File: src/rtl/round_robin_tester.sv
// -----------------------------------------------------------------------------
// round_robin_tester
//
// Two independent 4-queue round-robin arbiters fed from the same inputs. One is
// written behaviourally. The other is built only from flip-flops and single
// logic gates. The two must produce identical outputs on every cycle, so any
// divergence between the two output pairs points to a defect in one of them.
//
// Arbitration rule (both arbiters):
//   On each rising edge with rst high and enb high, scan the queues starting
//   just after the current selector S, in the order S+1, S+2, S+3, S (mod 4).
//   Grant the first queue whose buf_empty bit is 0.
//   If no queue is non-empty, selector holds and the grant-valid goes low.
//   With enb low, selector holds and the grant-valid goes low.
//
// Ports:
//   clk           in   single clock, rising edge
//   rst           in   asynchronous, active-low reset
//   enb           in   arbitration enable
//   buf_empty     in   [3:0] per-queue empty flags (1 = queue has no data)
//   selector      out  [1:0] behavioural grant index, registered
//   out_enb       out  behavioural grant-valid, registered
//   sint_selector out  [1:0] structural grant index, registered
//   sint_out_enb  out  structural grant-valid, registered
//
// QUEUE_QUANTITY only supports the value 4, because the selector is fixed at
// 2 bits.
// -----------------------------------------------------------------------------
module round_robin_tester #(
    parameter int QUEUE_QUANTITY = 4
) (
    input  logic                      clk,
    input  logic                      rst,
    input  logic                      enb,
    input  logic [QUEUE_QUANTITY-1:0] buf_empty,
    output logic [1:0]                selector,
    output logic                      out_enb,
    output logic [1:0]                sint_selector,
    output logic                      sint_out_enb
);

    // -------------------------------------------------------------------------
    // Behavioural arbiter
    // -------------------------------------------------------------------------
    logic [1:0] beh_sel_q;
    logic       beh_out_q;
    logic [1:0] beh_next_sel;
    logic       beh_found;
    logic [1:0] beh_idx;

    // Offset 4 wraps to S itself, so the current holder is considered last.
    always_comb begin
        beh_found    = 1'b0;
        beh_next_sel = beh_sel_q;
        beh_idx      = beh_sel_q;
        for (int k = 1; k <= 4; k++) begin
            beh_idx = beh_sel_q + k[1:0];
            if (!beh_found && !buf_empty[beh_idx]) begin
                beh_found    = 1'b1;
                beh_next_sel = beh_idx;
            end
        end
    end

    always_ff @(posedge clk or negedge rst) begin
        if (!rst) begin
            beh_sel_q <= 2'b00;
            beh_out_q <= 1'b0;
        end else if (enb) begin
            beh_sel_q <= beh_next_sel;
            beh_out_q <= beh_found;
        end else begin
            beh_out_q <= 1'b0;
        end
    end

    assign selector = beh_sel_q;
    assign out_enb  = beh_out_q;

    // -------------------------------------------------------------------------
    // Structural arbiter: each assign below is a single basic gate
    // (NOT, AND, OR or XOR).
    //
    // The selector is decoded to one-hot form. The non-empty flags are then
    // rotated so that r1..r3 describe queues S+1..S+3. A priority chain picks
    // the smallest offset. The offset is added to S with a 2-bit ripple adder.
    // When no offset in 1..3 is selected, the offset is 0 and the selector
    // holds. This covers both cases where S should be kept: only S is
    // non-empty, or every queue is empty.
    // -------------------------------------------------------------------------
    logic [1:0] st_sel_q;
    logic       st_out_q;

    logic ne0, ne1, ne2, ne3;
    logic s0, s1, ns0, ns1;
    logic d0, d1, d2, d3;

    logic r1_a, r1_b, r1_c, r1_d, r1_ab, r1_cd, r1;
    logic r2_a, r2_b, r2_c, r2_d, r2_ab, r2_cd, r2;
    logic r3_a, r3_b, r3_c, r3_d, r3_ab, r3_cd, r3;

    logic nr1, nr2, g2, g3_a, g3;
    logic any_lo, any_hi, any_ne;
    logic o0, o1, carry, n0, n1_a, n1;
    logic nenb, m0_a, m0_b, m1_a, m1_b, d_sel0, d_sel1, d_out;

    // Invert the empty flags and the current selector bits.
    assign ne0 = ~buf_empty[0];
    assign ne1 = ~buf_empty[1];
    assign ne2 = ~buf_empty[2];
    assign ne3 = ~buf_empty[3];

    assign s0  = st_sel_q[0];
    assign s1  = st_sel_q[1];
    assign ns0 = ~s0;
    assign ns1 = ~s1;

    // Decode the current selector to one-hot.
    assign d0 = ns1 & ns0;
    assign d1 = ns1 & s0;
    assign d2 = s1  & ns0;
    assign d3 = s1  & s0;

    // r1: queue S+1 is non-empty.
    assign r1_a  = d0 & ne1;
    assign r1_b  = d1 & ne2;
    assign r1_c  = d2 & ne3;
    assign r1_d  = d3 & ne0;
    assign r1_ab = r1_a | r1_b;
    assign r1_cd = r1_c | r1_d;
    assign r1    = r1_ab | r1_cd;

    // r2: queue S+2 is non-empty.
    assign r2_a  = d0 & ne2;
    assign r2_b  = d1 & ne3;
    assign r2_c  = d2 & ne0;
    assign r2_d  = d3 & ne1;
    assign r2_ab = r2_a | r2_b;
    assign r2_cd = r2_c | r2_d;
    assign r2    = r2_ab | r2_cd;

    // r3: queue S+3 is non-empty.
    assign r3_a  = d0 & ne3;
    assign r3_b  = d1 & ne0;
    assign r3_c  = d2 & ne1;
    assign r3_d  = d3 & ne2;
    assign r3_ab = r3_a | r3_b;
    assign r3_cd = r3_c | r3_d;
    assign r3    = r3_ab | r3_cd;

    // Priority chain: g1 is r1 itself; g2 and g3 fire only when every
    // smaller offset is empty.
    assign nr1  = ~r1;
    assign nr2  = ~r2;
    assign g2   = nr1 & r2;
    assign g3_a = nr1 & nr2;
    assign g3   = g3_a & r3;

    // Grant-valid: at least one queue holds data.
    assign any_lo = ne0 | ne1;
    assign any_hi = ne2 | ne3;
    assign any_ne = any_lo | any_hi;

    // Encode the chosen offset: 1 -> 01, 2 -> 10, 3 -> 11, none -> 00.
    assign o0 = r1 | g3;
    assign o1 = g2 | g3;

    // 2-bit ripple add of the offset to S.
    assign carry = s0 & o0;
    assign n0    = s0 ^ o0;
    assign n1_a  = s1 ^ o1;
    assign n1    = n1_a ^ carry;

    // enb low: select the held selector and force grant-valid low.
    assign nenb   = ~enb;
    assign m0_a   = enb  & n0;
    assign m0_b   = nenb & s0;
    assign d_sel0 = m0_a | m0_b;
    assign m1_a   = enb  & n1;
    assign m1_b   = nenb & s1;
    assign d_sel1 = m1_a | m1_b;
    assign d_out  = enb & any_ne;

    // Three D flip-flops with asynchronous clear.
    always_ff @(posedge clk or negedge rst) begin
        if (!rst) begin
            st_sel_q <= 2'b00;
            st_out_q <= 1'b0;
        end else begin
            st_sel_q <= {d_sel1, d_sel0};
            st_out_q <= d_out;
        end
    end

    assign sint_selector = st_sel_q;
    assign sint_out_enb  = st_out_q;

endmodule

File: config.mk
export PLATFORM = sky130hd
export DESIGN_NAME = round_robin_tester
export DESIGN_NICKNAME = d
export VERILOG_FILES = /design/src/rtl/round_robin_tester.sv
export SDC_FILE = /design/constraint.sdc
export NUM_CORES = 1
export LEC_CHECK = 0
export ABC_AREA = 1
export CORE_AREA = 2 2 39 41
export DETAILED_ROUTE_END_ITERATION = 16
export DIE_AREA = 0 0 41 43
export PLACE_DENSITY = 0.74
export SLEW_MARGIN = 20
export SYNTH_ARGS = -nofsm -noshare
export SYNTH_HDL_FRONTEND = slang
export SYNTH_SLANG_ARGS = --single-unit
File: constraint.sdc
create_clock -name clk -period 2.3 [get_ports clk]
set_input_delay 0.69 -clock clk [delete_from_list [all_inputs] [get_ports clk]]
set_output_delay 0.69 -clock clk [all_outputs]
set_load 0.02 [all_outputs]
Word-level counts from Yosys, hierarchy flattened. Index checks and enable logic that the tools add are counted.

ROM bits: 0. Memory bits (writable): 0. Flip-flop bits (word level): 6. Memories: 0. Word-level logic and storage cells: 91. Input port bits: 7. Bits in latches: 0.

Div/mod/pow operators: 0. Multiply operators: 0. Equal/unequal tests: 1. Shift-type cells: 0. $lt $le $gt $ge: 4. Mux-type cells: 16. Reductions and logical operators: 9. Add/sub/neg operators: 3. Bitwise operators: 54.

Operators with widths (count): 1-bit bitwise AND (25); 1-bit OR (16); 2-bit by 3-bit less-than comparator with 1-bit output (second input constant) (4); 1-bit NOT (10); 1-bit two-way mux (9); 1-bit binary-select mux with 2-bit select (4); 2-bit two-way mux (3); 1-bit zero test (5); 2-bit adder (second input constant) (2); 1-bit logical AND (3); 3-bit by 1-bit inequality test with 1-bit output (second input constant) (1); 3-bit AND reduction (1); 1-bit XOR (3); 2-bit by 1-bit adder with 2-bit output (second input constant) (1).

Longest topological paths before layout.
Depth after elaboration: 13. Mapped depth: 12. Depth with buffers taken out: 11.

Least setup slack after synthesis. No wires, ideal clock.

Path type: register -> register. From: reg (tool-made name). To: reg (tool-made name). Library setup time: 117 ps. Stages on the path, launching flop included: 13. Path slack: 617 ps. Clock period less this slack: 1683 ps. Arrival time: 1566 ps. Path buffers: 1. Cells stage by stage: dfrtp_1 -> buf_2 -> nor2_1 -> nand2_1 -> nand2_1 -> nor2_1 -> o31ai_1 -> ha_1 -> inv_1 -> nand2_1 -> nand3_1 -> nand2_1 -> nand2_1.

==> results.ini <==
[run_status]
status=finished, final reports clean

[critical_path]
crit_path_start_kind=register
cp_top_family=buffers and inverters
slowest_delay_ns=0.67
critPathArrivalTime_ns=1.43
critPathSlowestCell=clkdlybuf4s50_1
critPathCaptureType=primary output
crit_required_ns=1.61
crit_type=register to primary output
path_cells=clkdlybuf4s50_1
crit_fanout=10
critical_path_buf_inv_count=1

[route]
ant_nets=0
dr.pass1.iters=4
via_per_inst=4.923
drt-total-wl_mm=1.345
drtIter0Drc=6
wl_per_cell_um=10.35
drcViolationCount=0
routed-via-count=640

[sta]
slew_headroom_pct=78.59
worst_slack_ns=0.1810
rsz0062_at_grt=false
holdWs_ns=0.6721
tns_ns=0
tightest_slew_ns=0.3202
fin_crit_sh_pct=92.13
max_freq_mhz=471.9
timing.final.max_slew_violations=0
final-hold-violation-count=0
skew_ns=0.004868
setup_violations=0
finalCriticalPeriod_ns=2.119

[clock_tree]
clk_latency_ns=0.25
clk_pin_slew_ns=0.04
ctsHoldBuffers=0
cts.path.max_buffers=2
cts_made_buffers=3
post_cts_buffers=0
cts-resized-gates=0
h-tree-depth=1
root_buffer=clkbuf_4
cts_tree=done
cts.sinks=6

[synthesis]
synth_cell_types=20
ys_ff_latch=6
yosys-top-cells-count=nand2_1, nand3_1, nand2_2
synth_ff_type=dfrtp_1
ys_seq_area_share_pct=24.24
syn_inst=98
synth.most_common_cell=nand2_1
synth_edf_count=0
netlist_area_um2=619.3
avgSynthCellArea_um2=6.320
synth_area_leaders=dfrtp_1, nand2_1, nand3_1
synthesis.nets=106
synth_warnings=0
postSynth.asyncResetShare_pct=100.0
yosys.area.top_type=dfrtp_1
netlist.area_leader.share_pct=24.24

[layout]
n_fill_cell=131
layout-drive-gt1-share_pct=23.68
syn_to_final_growth_pct=28.69
final_nets=124
layoutNonFillerInstCount=130
final_util_pct=57.59
antennaDiodeCount=0

[floorplanning]
floorplan.initialDensity_pct=44.76
dieHeight_um=43
dieWidth_um=41
die-area_um2=1763
rows=14
core_region_area_um2=1384
io_pins=13

[global_routing]
grt_pass1_wl_mm=2.297
track_usage_pct=19.21
grt_pass1_vias=558
antenna_found_initial=0
overflow=0
grt_max_degree=11

[worst_hold_path]
hp-class=register to register

[placed_design]
place_worst_setup_slack_ns=-0.01804
place_inst=127
hpwl_mm=1.145
routabilityCongestion=0.7481
io_buffers=12

[power]
leakagePower_nw=0.4184
vdd_drop_max_v=0.0006536
power.density_nw_per_um2=1411

[flow_run]
maxCapViolCount=0

[worst reg2reg max path: cells and delay by family, from the launching register on]
family	cells	cell delay, ns
simple gates	8	0.66
flops	1	0.48
compound gates	1	0.20
fa+ha+maj	1	0.20
buf+inv	1	0.04
[report_power, final]
part / internal (mW) / switching [mW]
combinational: 0.318 / 0.475
clock: 0.0591 / 0.0386
sequential: 0.146 / 0.0875
total: 0.523 / 0.601
[stage by stage]
step	instance area, µm²	power [mW]
2_1_floorplan	619.3	0.8319
3_3_place_gp	774.5	1.008
3_5_place_dp	774.5	1.032
4_1_cts	797.0	1.132
5_1_grt	797.0	1.253
6_report	797.0	1.124
[final timing paths]
kind	from	end	slack (ns)	cells after the start
hold / removal	selector[1]	selector[1]	0.67	2
max in group asynchronous	rst	out_enb	1.41	1
min in group asynchronous	rst	selector[0]	0.68	1
setup reg to reg	register	register	0.60	11
setup / recovery	register	sint_selector[1]	0.18	1
hold reg to reg	selector[1]	selector[1]	0.67	2
[layer usage]
metal	track usage, %	vias to the layer above	share of wire (%)
met3	1.571	2	1.0
li1	-	344	-
met2	33.44	5	55
met4	8.000	0	1.2
met5	0	-	0
met1	22.37	289	42
[kinds of logic (layout without fill, tap and decap cells)]
logic type | after synthesis | in the layout | share of synthesized area, %
xor+xnor | 1 | 1 | 1.414
compound gates | 6 | 6 | 6.665
simple gates | 71 | 71 | 56.97
buf+inv | 13 | 29 | 8.685
fa+ha+maj | 1 | 1 | 2.020
flops | 6 | 6 | 24.24
[cells in the final DEF (no fill, tap or decap), types with 2 or more instances in the layout]
master	instances
nand2_2	8
nand3_2	3
nand2_4	3
nand2_1	35
clkdlybuf4s50_1	12
inv_2	3
o21a_1	2
clkbuf_4	3
buf_4	4
nand4_1	2
inv_1	6
nor2_1	5
dfrtp_1	6
nand3_1	14
[layout make-up]
| cell class | count | area (µm²) | area share [%] |
|---|---|---|---|
| Sequential cell | 6 | 150.1 | 18.84 |
| Timing Repair Buffer | 16 | 150.1 | 18.84 |
| Clock buffer | 3 | 22.52 | 2.826 |
| Inverter | 10 | 38.79 | 4.867 |
| Multi-Input combinational cell | 79 | 415.4 | 52.12 |
| Tap cell | 16 | 20.02 | 2.512 |
No activity file was read; power rests on OpenSTA's default activity.
